`config.mk`:
```
export PLATFORM = sky130hd
export DESIGN_NAME = mult_div
export DESIGN_NICKNAME = d
export VERILOG_FILES = /design/src/rtl/mult_div_pkg.sv /design/src/rtl/mult_div_cla_adder.sv /design/src/rtl/mult_div.sv
export SDC_FILE = /design/constraint.sdc
export NUM_CORES = 1
export LEC_CHECK = 0
export BUFFER_PORTS_ARGS = -buffer_cell sky130_fd_sc_hd__buf_4
export CAP_MARGIN = 10
export CORE_ASPECT_RATIO = 0.8
export CORE_MARGIN = 2
export CORE_UTILIZATION = 50
export CTS_CLUSTER_SIZE = 16
export DETAILED_ROUTE_END_ITERATION = 10
export GPL_ROUTABILITY_DRIVEN = 1
export PLACE_DENSITY = 0.76
export SLEW_MARGIN = 20
export SYNTH_ARGS = -nofsm -noshare
export SYNTH_HDL_FRONTEND = slang
export SYNTH_SLANG_ARGS = --single-unit
export TNS_END_PERCENT = 20
```
`constraint.sdc`:
```
create_clock -name clock -period 24.5 [get_ports clock]
set_clock_uncertainty 0.2 [all_clocks]
set_input_delay 4.9 -clock clock [delete_from_list [all_inputs] [get_ports clock]]
set_output_delay 4.9 -clock clock [all_outputs]
set_load 0.02 [all_outputs]
```
`src/rtl/mult_div_pkg.sv`:
```
// Shared types and constants for the iterative signed multiplier/divider.
// Holds the FSM state encoding, Booth digit select encoding and operand helpers.
package mult_div_pkg;

    localparam int WIDTH      = 32;
    localparam int ACC_W      = WIDTH + 1;
    localparam int PROD_W     = 66;
    localparam int MULT_ITERS = 16;
    localparam int DIV_ITERS  = 32;
    localparam int CNT_W      = 6;

    typedef enum logic [1:0] {
        IDLE,
        MULT,
        DIV,
        DONE
    } state_t;

    typedef enum logic [2:0] {
        BOOTH_ZERO,
        BOOTH_PM,
        BOOTH_P2M,
        BOOTH_MM,
        BOOTH_M2M
    } booth_sel_t;

    // Radix-4 Booth recoding of {b[2i+1], b[2i], b[2i-1]}.
    function automatic booth_sel_t booth_decode(input logic [2:0] bits);
        case (bits)
            3'b001, 3'b010: return BOOTH_PM;
            3'b011:         return BOOTH_P2M;
            3'b100:         return BOOTH_M2M;
            3'b101, 3'b110: return BOOTH_MM;
            default:        return BOOTH_ZERO;
        endcase
    endfunction

    function automatic logic [WIDTH-1:0] abs_val(input logic [WIDTH-1:0] x);
        return x[WIDTH-1] ? (~x + 1'b1) : x;
    endfunction

endpackage

```
`src/rtl/mult_div_cla_adder.sv`:
```
// Add/subtract unit shared by the Booth accumulate, divider step and quotient negate.
// ext_sign is the sign bit of the exact (W+1)-bit result, so callers can absorb overflow.
module cla_adder
    import mult_div_pkg::*;
#(
    parameter int W = ACC_W
) (
    input  logic [W-1:0] a,
    input  logic [W-1:0] b,
    input  logic         sub,
    output logic [W-1:0] sum,
    output logic         ext_sign
);

    logic [W-1:0] b_eff;
    logic [W-1:0] gen;
    logic [W-1:0] prop;
    logic [W:0]   carry;

    always_comb begin
        b_eff    = sub ? ~b : b;
        gen      = a & b_eff;
        prop     = a ^ b_eff;
        carry[0] = sub;
        for (int i = 0; i < W; i++) begin
            carry[i+1] = gen[i] | (prop[i] & carry[i]);
        end
        sum      = prop ^ carry[W-1:0];
        ext_sign = a[W-1] ^ b_eff[W-1] ^ carry[W];
    end

endmodule

```
`src/rtl/mult_div.sv`:
```
// Iterative signed 32-bit multiplier (radix-4 Booth, 16 steps) and divider
// (non-restoring, 32 steps); a start pulse launches, a one-cycle ready pulse reports.
module mult_div
    import mult_div_pkg::*;
(
    input  logic              clock,
    input  logic              reset,
    input  logic [WIDTH-1:0]  data_operandA,
    input  logic [WIDTH-1:0]  data_operandB,
    input  logic              ctrl_MULT,
    input  logic              ctrl_DIV,
    output logic [WIDTH-1:0]  data_result,
    output logic              data_exception,
    output logic              data_resultRDY,
    output logic [PROD_W-1:0] dbg_prod,
    output logic [ACC_W-1:0]  dbg_p2m,
    output logic [ACC_W-1:0]  dbg_pm,
    output logic [ACC_W-1:0]  dbg_mm,
    output logic [ACC_W-1:0]  dbg_m2m,
    output logic [PROD_W-1:0] dbg_sra_in,
    output logic [PROD_W-1:0] dbg_sra_out
);

    state_t            state, next_state;
    logic [CNT_W-1:0]  cnt;
    logic [PROD_W-1:0] prod;
    logic [ACC_W-1:0]  m;
    logic              is_div, neg_q, div_zero, div_ovf;

    logic [ACC_W-1:0]  m2;
    booth_sel_t        sel;
    logic [ACC_W-1:0]  add_a, add_b, add_sum;
    logic              add_sub, add_sign;
    logic [PROD_W-1:0] sra_in, sra_out;
    logic [WIDTH:0]    mult_hi;
    logic              mult_ovf;

    assign m2       = {m[ACC_W-2:0], 1'b0};
    assign sel      = booth_decode(prod[2:0]);
    assign sra_in   = {add_sum, prod[32:0]};
    // The exact sign of the add result is shifted in, so a +2^32 partial sum stays correct.
    assign sra_out  = {add_sign, add_sign, add_sum, prod[32:2]};
    assign mult_hi  = prod[64:32];
    assign mult_ovf = !((mult_hi == '0) || (mult_hi == '1));

    cla_adder #(.W(ACC_W)) u_adder (
        .a        (add_a),
        .b        (add_b),
        .sub      (add_sub),
        .sum      (add_sum),
        .ext_sign (add_sign)
    );

    always_comb begin
        // NOTE: every always_comb output gets a default first so no path can infer a latch.
        add_a   = '0;
        add_b   = '0;
        add_sub = 1'b0;
        case (state)
            MULT: begin
                add_a = prod[65:33];
                case (sel)
                    BOOTH_PM:  add_b = m;
                    BOOTH_P2M: add_b = m2;
                    BOOTH_MM:  begin add_b = m;  add_sub = 1'b1; end
                    BOOTH_M2M: begin add_b = m2; add_sub = 1'b1; end
                    default:   add_b = '0;
                endcase
            end
            DIV: begin
                add_a   = {prod[64:33], prod[31]};
                add_b   = m;
                add_sub = ~prod[65];
            end
            DONE: begin
                add_b   = {1'b0, prod[31:0]};
                add_sub = 1'b1;
            end
            default: ;
        endcase
    end

    always_comb begin
        next_state = state;
        if (ctrl_MULT) begin
            next_state = MULT;
        end else if (ctrl_DIV) begin
            next_state = DIV;
        end else begin
            case (state)
                MULT:    if (cnt == CNT_W'(MULT_ITERS - 1)) next_state = DONE;
                DIV:     if (cnt == CNT_W'(DIV_ITERS - 1))  next_state = DONE;
                DONE:    next_state = IDLE;
                default: next_state = state;
            endcase
        end
    end

    always_ff @(posedge clock or posedge reset) begin
        if (reset) begin
            state <= IDLE;
        end else begin
            // NOTE: registered state is always assigned with <= so all flops update together.
            state <= next_state;
        end
    end

    always_ff @(posedge clock or posedge reset) begin
        if (reset) begin
            cnt            <= '0;
            prod           <= '0;
            m              <= '0;
            is_div         <= 1'b0;
            neg_q          <= 1'b0;
            div_zero       <= 1'b0;
            div_ovf        <= 1'b0;
            data_result    <= '0;
            data_exception <= 1'b0;
            data_resultRDY <= 1'b0;
        end else begin
            data_resultRDY <= 1'b0;
            if (ctrl_MULT) begin
                cnt    <= '0;
                m      <= {data_operandA[WIDTH-1], data_operandA};
                prod   <= {{ACC_W{1'b0}}, data_operandB, 1'b0};
                is_div <= 1'b0;
            end else if (ctrl_DIV) begin
                cnt      <= '0;
                m        <= {1'b0, abs_val(data_operandB)};
                prod     <= {{ACC_W{1'b0}}, 1'b0, abs_val(data_operandA)};
                is_div   <= 1'b1;
                neg_q    <= data_operandA[WIDTH-1] ^ data_operandB[WIDTH-1];
                div_zero <= (data_operandB == '0);
                div_ovf  <= (data_operandA == {1'b1, {(WIDTH-1){1'b0}}}) && (data_operandB == '1);
            end else begin
                case (state)
                    MULT: begin
                        prod <= sra_out;
                        cnt  <= cnt + 1'b1;
                    end
                    DIV: begin
                        prod <= {add_sum, 1'b0, prod[30:0], ~add_sum[ACC_W-1]};
                        cnt  <= cnt + 1'b1;
                    end
                    DONE: begin
                        data_resultRDY <= 1'b1;
                        if (is_div) begin
                            data_result    <= div_zero ? '0 : (neg_q ? add_sum[WIDTH-1:0] : prod[WIDTH-1:0]);
                            data_exception <= div_zero | div_ovf;
                        end else begin
                            data_result    <= prod[WIDTH:1];
                            data_exception <= mult_ovf;
                        end
                    end
                    default: ;
                endcase
            end
        end
    end

    assign dbg_prod    = prod;
    assign dbg_pm      = m;
    assign dbg_p2m     = m2;
    assign dbg_mm      = -m;
    assign dbg_m2m     = -m2;
    assign dbg_sra_in  = sra_in;
    assign dbg_sra_out = sra_out;

endmodule

```
==> results of run 1 <==
==> power groups by stage <==
stage	combinational, W	clock (W)	sequential, W
6_report	0.000653	0.000279	0.000344
5_1_grt	0.000695	0.000288	0.000348
3_3_place_gp	0.000640	0	0.000348
3_5_place_dp	0.000646	0	0.000350
2_1_floorplan	0.000419	0	0.000358
4_1_cts	0.000649	0.000279	0.000346
==> layout make-up <==
type                       instances  area, um^2
fill                            2396       10200
inverter                          54         208
tap                              357         447
clock buffer                      18         439
sequential                       145        3630
clock inverter                    14         163
multi-input combinational       1151        8080
timing repair buffer             443        3340
==> worst min-delay path by stage <==
| stage | startpoint | to | slack, ps | depth (start not counted) |
|---|---|---|---|---|
| after floorplan | div_ovf | div_ovf | 240 | 2 |
| after global placement | data_result[29] | data_result[29] | 280 | 2 |
| after detailed placement | data_result[29] | data_result[29] | 290 | 2 |
| after CTS | data_result[29] | data_result[29] | 310 | 2 |
| after global routing | data_result[1] | data_result[1] | 350 | 1 |
| final | data_result[29] | data_result[29] | 310 | 2 |
==> synthesized netlist by cell type, types with 12 or more instances <==
cell	n
sky130_fd_sc_hd__a211oi_1	27
sky130_fd_sc_hd__a21oi_1	58
sky130_fd_sc_hd__a222oi_1	33
sky130_fd_sc_hd__a22o_1	53
sky130_fd_sc_hd__a31oi_1	35
sky130_fd_sc_hd__buf_1	21
sky130_fd_sc_hd__buf_4	166
sky130_fd_sc_hd__clkbuf_1	108
sky130_fd_sc_hd__dfrtp_1	145
sky130_fd_sc_hd__fa_1	32
sky130_fd_sc_hd__ha_1	13
sky130_fd_sc_hd__inv_1	53
sky130_fd_sc_hd__mux2i_1	95
sky130_fd_sc_hd__nand2_1	137
sky130_fd_sc_hd__nand2b_1	78
sky130_fd_sc_hd__nand3_1	17
sky130_fd_sc_hd__nand4_1	20
sky130_fd_sc_hd__nor2_1	121
sky130_fd_sc_hd__nor2b_1	16
sky130_fd_sc_hd__nor3_1	19
sky130_fd_sc_hd__nor3b_1	19
sky130_fd_sc_hd__nor4_1	24
sky130_fd_sc_hd__o211ai_1	32
sky130_fd_sc_hd__o21ai_0	87
sky130_fd_sc_hd__o31ai_1	12
sky130_fd_sc_hd__or3_1	18
sky130_fd_sc_hd__xnor2_1	68
sky130_fd_sc_hd__xor2_1	48
==> layer usage <==
metal	global-route usage [%]	wire (um)	part of all wire, %	vias up
met5	0	0	0	-
met3	6.06	4740	9.6	87
met4	10.0	1150	2.3	0
met2	54.2	23400	47	826
li1	-	-	-	6010
met1	44.8	20100	41	6585
==> per-stage QoR <==
| step | worst slack (ps) | hold WS, ps | total power (W) | util (%) |
|---|---|---|---|---|
| after global routing | 2990 | 350 | 0.00133 | 61.5 |
| final | 3390 | 308 | 0.00128 | 61.5 |
| after CTS | 3530 | 305 | 0.00127 | 61.4 |
| after detailed placement | 4110 | 290 | 0.000996 | 59.1 |
| after global placement | 4270 | 283 | 0.000988 | 59.1 |
| after floorplan | 4620 | 245 | 0.000777 | - |
==> sequential cells by signal, indices dropped and copies added (netlist names) <==
register	count
neg_q	1
dbg_pm	33
cnt	6
state	2
is_div	1
data_resultRDY	1
dbg_prod	66
div_zero	1
data_exception	1
div_ovf	1
data_result	32
==> logic make-up after synthesis <==
group                    after synthesis
AND/OR/NAND/NOR                      501
multiplexers                          99
AO/OA/AOI/OAI                        388
flip-flops                           145
XOR/XNOR                             116
adder cells (fa/ha/maj)               45
buffers and inverters                350
other                                  1
==> worst max-delay path: cells and delay by family, from the launching register on <==
kind	cells	cell delay, ps
fa+ha+maj	33	12880
compound gates	3	1120
flops	1	530
simple gates	2	530
buf+inv	3	390
xor+xnor	1	100
==> impl.org, run 1 <==
** Global routing
- Global Route Usage Sum :: 33.1%
- Overflow left after global routing :: 0
- The first global-routing pass estimated between 70 and 80 mm of wire.
- The number of global-route vias before repair came to 12200.
- Antenna violations before repair :: 0
- Largest net degree at the start of global routing :: 78

** Critical path
- Crit-path most repeated cell :: sky130_fd_sc_hd__fa_1
- At the worst endpoint, the required time is roughly 19000 ps.
- The worst register-to-register path ends at dbg_prod[0].
- Critical Path AT :: 16010 ps
- R2r worst-path depth :: 45
- Largest fanout on the critical path :: 33
- Capturing element type of the critical path :: output pin
- Origin of the critical flop-to-flop path :: dbg_prod[1]
- The critical path ends at dbg_sra_out[63].
- On the critical path, the stage with the largest delay is an instance of sky130_fd_sc_hd__a221o_2.
- Delay of the slowest cell on the worst path :: approximately 800 ps
- Startpoint type of the worst setup path :: register
- The setup path with the least slack is of type register to output pin.
- Flop2flop setup slack :: around 8000 ps
- The most critical setup path has its startpoint at dbg_prod[1].

** Final layout
- The repair_antennas step left the layout with diodes totalling 0.
- Highest-count cells in the layout ignoring fill and taps :: sky130_fd_sc_hd__buf_4 (442), sky130_fd_sc_hd__dfrtp_1 (144), sky130_fd_sc_hd__nand2_1 (136)
- Area Growth Syn to Fin :: 19.7%
- The finished cells cover 16300 um^2.
- The library cell used most frequently in the layout, excluding fill and tap cells, is sky130_fd_sc_hd__buf_4.
- Final cell count without fillers :: 2182
- Proportion of layout cells with a drive suffix above 1 :: between 20% and 30%
- Final net count :: 1925

** Clock tree
- Clock tree buffer depth :: 2
- TritonCTS clock tree :: yes
- CTS placed an instance of sky130_fd_sc_hd__clkbuf_16 at the clock tree root.
- Number of buffers inserted for hold repair after clock tree synthesis :: 0
- Gates resized during post-CTS repair numbered 0.
- Clock-pin slew was measured on the worst setup and hold paths at 70 ps.
- Buffers inserted during clock tree synthesis total 17.
- For this design, the sink count on the clock tree is 145.
- The H-tree was split into 4 levels.
- In this run the post-CTS setup repair buffer count came out at 0.
- Insertion delay to the later sink of the worst-skew pair :: 440 ps

** STA
- Setup repair after global routing left no endpoint under its margin.
- The final number of max-transition violations was 0.
- In the finished design, the share of the clock period the worst path needs comes to 86.2%.
- Maximum clock frequency :: 0.0474 GHz
- Sum of negative setup slack :: 0 ps
- Setup violations remaining at the end of the flow were counted as 0.
- Clock period minus worst slack :: 21110 ps
- For the pin with the worst max-slew slack, the measured transition is ~1100 ps.
- Rel. slew slack :: 25.0%
- The final hold violation count came to 0.

** Routing
- First-pass iteration count of the detailed router :: 9
- For this run, design rule violations remaining after detail routing come to 0.
- In the routed layout, each cell is associated on average with a via count of 6.19.
- For this block, the initial DRC count from the detailed router was between 1000 and 1500.
- Dividing the detail-routed wire length by the instance count gives 22.6 um.
- Across all layers, the routed design uses 13500 vias.
- Total detailed-routing wirelength :: 49.4 mm
- In this run the remaining antenna-violating nets after routing total 0.

** Pwr
- Share of power burned in registers :: between 20% and 30%
- Total power divided by cell area :: 78.2 nW/um^2
- Worst IR drop on VDD :: 0.0533 mV
- Per report_power, the clock group accounts for 21.8% of the total.
- Internal power component :: between 0.0007 and 0.0008 W
- Total leakage power :: around 7 nW
- The analysis attributes to net switching a power of around 0.00057 W.
- In this run, the combinational gates consume 51.2% of the power.
- In this run switching power makes up approximately 45% of total power.

** Synth
- In this run, distinct cell masters in the synthesized netlist total between 60 and 70.
- The synthesized netlist devotes 18.6% of its cell area to simple gates.
- Synthesis Warnings :: 0
- Post-Synth XOR/XNOR Area :: 7.46%
- Summed over its instances, the top area cell type makes up 26.6% of the synthesized netlist area.
- Adder-cell share of the synthesized area :: slightly below 6%
- Among all flip-flop cells after synthesis, the most frequent one is sky130_fd_sc_hd__dfrtp_1.
- Number of instances in the synthesized netlist :: 1645
- Complex-gate fraction of the synthesized area :: 19.8%
- Cells taking the most area after synthesis :: sky130_fd_sc_hd__dfrtp_1 (27%), sky130_fd_sc_hd__buf_4 (9.2%), sky130_fd_sc_hd__mux2i_1 (7.0%)
- Counting flops and latches in the post-synthesis netlist gives approximately 150.
- Combinational family with the most area after synthesis :: compound AO/OA/AOI/OAI gates
- The cell area that synthesis handed to floorplanning was around 14000 um^2.
- The portion of synthesized area spent on multiplexers is under 10%.
- For this run, asynchronously set or reset flops after synthesis account for 100%.
- Counting flops with a built-in enable in the synthesized netlist gives 0.
- Avg Inst Size Synth :: about 8.3 um^2
- Sequential-to-total area share from yosys stat :: a little over a quarter
- Largest area contributor in the netlist :: sky130_fd_sc_hd__dfrtp_1

** Die
- Die height :: 152 um
- The die covers 28600 um^2.
- In this run the core area contains 53 standard-cell rows.
- Initial core utilization :: 51.3%
- In this run the count of I/O pins placed on the die edge is 432.
- Standard cell core area :: 26500 um^2
- Chip width :: between 150 and 200 um

** Placement
- Area after DPL :: between 15000 and 20000 um^2
- Buffers placed on the I/O ports in this run total 429.
- Summed over all nets, the half-perimeter wirelength after detailed placement is 35.5 mm.
- Post-Place Cells :: 2149
- Global placement routability congestion :: 0.923

** Run status
- Result of the run :: finished, final reports clean

** Worst hold path
- Path category of the worst min-delay check :: register to register

** Job
- Max-cap check violation count :: 0
Note: power is estimated with default switching activity, not from simulation.
==> run 2: changes to the inputs <==
- clock period: 24.5 -> 20.5 ns (I/O delays scaled with it)
==> impl.org, run 2 (synthesis results as in run 1) <==
** Routing
- The count of nets left with antenna violations once routing finished came out at 0.
- Using the TritonRoute via totals, the vias-per-cell ratio works out to 6.15.
- Detailed routing inserted a total of 13400 vias.
- In the routed design, unresolved DRC markers number 0.
- Summed over all layers, the routed wires come to 49.7 mm.
- First-iteration detailed-routing DRC count :: 1264
- First-pass iteration count of the detailed router :: 10
- Dividing the detail-routed wire length by the instance count gives 22.7 um.

** Global routing
- Overflow left after global routing :: 0
- For this run, the total global-route usage over all layers was measured as 33.3%.
- The initial antenna violation count was 0.
- Entering global routing, the biggest net connects 79 pins.
- The number of global-route vias before repair is 12400.
- The first global-routing pass estimated 73.3 mm of wire.

** Clock tree
- The longest clock path from root to sink contains 2 buffers.
- TritonCTS clock tree :: yes
- Root buf cell :: sky130_fd_sc_hd__clkbuf_16
- The clock tree synthesis step divided the H-tree into 4 levels.
- Number of buffers inserted for hold repair after clock tree synthesis :: 0
- Total CTS buffers :: 17
- Post-CTS setup buffers :: 0
- Gates resized during post-CTS repair numbered 0.
- Insertion delay to the later sink of the worst-skew pair :: approximately 450 ps
- Clock-pin transition on the worst setup and hold timing paths :: 70 ps
- Count of clock tree sinks :: 145

** Critical path
- STA classifies the critical path endpoint as an output pin.
- STA classifies the critical path startpoint as a register.
- Among all stages on the critical path, the largest delay is contributed by sky130_fd_sc_hd__dfrtp_1.
- Critical Path AT :: 15630 ps
- The cell family contributing the most delay on the critical path is adder cells.
- At the worst endpoint, the required time is 16200 ps.
- Critical setup path kind :: register to output pin
- Along the worst path, the maximum fanout reaches 9.
- Delay of the slowest cell on the worst path :: 510 ps
- Total buffers and inverters traversed by the critical path :: 3
- Crit-path most repeated cell :: sky130_fd_sc_hd__fa_1

** STA
- Measured slew at the worst slew-check pin :: 1140 ps
- RSZ-0062 raised after global routing :: no
- Setup violations remaining at the end of the flow were counted as 0.
- Setup slack closes at 571 ps.
- The worst path uses 97.2% of the clock period.
- Sum of negative setup slack :: 0 ps
- Max-slew violations :: 0
- Final hold violation count :: 0
- Maximum clock frequency :: ~0.05 GHz
- The worst pin sits at a relative slew slack of 24.1%.
- After layout, the minimum clock period comes to 19930 ps.

** Die
- roughly 430 I/O pins were placed.
- Standard cell core area :: 26500 um^2
- Die height :: 152 um
- The initial utilization of the core area, before any placement, comes to between 50% and 60%.
- In this run the core area contains 53 standard-cell rows.
- The die covers roughly 29000 um^2.
- Chip width :: around 190 um

** Final layout
- The number of antenna diodes in the final layout is 0.
- Final Util :: 61.6%
- Highest-count cells in the layout ignoring fill and taps :: sky130_fd_sc_hd__buf_4 (444), sky130_fd_sc_hd__dfrtp_1 (144), sky130_fd_sc_hd__nand2_1 (137)
- Final net count :: 1926
- Area Growth Syn to Fin :: 20.0%
- Commonest non-fill, non-tap cell in the layout :: sky130_fd_sc_hd__buf_4
- Proportion of layout cells with a drive suffix above 1 :: ~27%
- Final cell count without fillers :: 2183
- The register with the most flip-flops in the layout has 66 of them.

** Worst hold path
- The path class of the tightest hold or removal check is register to register.

** Placement
- Post-Place Cells :: 2151
- Port Buffers :: 429
- Global placement routability congestion :: 0.946
- Summed over all nets, the half-perimeter wirelength after detailed placement is around 36 mm.
- At the placement stage, the worst setup path has a slack of 933 ps.

** Pwr
- Total power for the finished layout comes to 0.00154 W.
- Worst IR drop on VDD :: 0.0675 mV
- In this run the power density over the cells is approximately 94 nW/um^2.
- For this design the static power due to leakage is between 7 and 8 nW.

** Run status
- Result of the run :: finished, final reports clean

** Job
- Max-cap check violation count :: 0
run 2: final cells by class:
cell class	count	area, um^2
Fill cell	2383	10200
Multi-Input combinational cell	1151	8100
Sequential cell	145	3630
Timing Repair Buffer	444	3330
Clock buffer	21	470
Tap cell	357	447
Inverter	54	208
Clock inverter	11	151
run 2: per-layer routing:
metal	part of all wire (%)	track usage [%]	up-vias	routed length, um
met3	9.8	7.09	84	4860
met4	2.4	11.3	0	1210
met1	40	43.7	6487	19900
met5	0	0	-	0
met2	48	54.8	832	23700
li1	-	-	6018	-
run 2: tightest hold or removal path, cell delays in order, from the launching register on:
cell and delay [ps]:
sky130_fd_sc_hd__dfrtp_1 340, sky130_fd_sc_hd__nand2_1 50, sky130_fd_sc_hd__o21ai_0 60
run 2: path summary, 6_finish.rpt:
path | from | end | slack, ps | depth (start not counted)
hold / removal | data_exception | data_exception | 290 | 2
min in group asynchronous | reset | dbg_prod[37] | 3610 | 2
setup / recovery | dbg_prod[1] | dbg_sra_out[63] | 570 | 42
max in group asynchronous | reset | cnt[2] | 15070 | 3
hold reg to reg | data_exception | data_exception | 290 | 2
setup reg to reg | dbg_prod[1] | dbg_prod[0] | 4440 | 45
run 2: power breakdown:
group,switching [W],leakage [nW],total [W],internal [W]
Sequential,0.0000820,1.79,0.000409,0.000327
Clock,0.000142,0.304,0.000344,0.000202
Combinational,0.000462,4.92,0.000784,0.000321
Total,0.000686,7.02,0.00154,0.000851
run 2: stage by stage:
step | hold slack, ps | cell area, um^2
floorplan | 245 | 13600
global placement | 272 | 15700
detailed placement | 277 | 15700
CTS | 292 | 16300
global route | 337 | 16300
finish | 291 | 16300
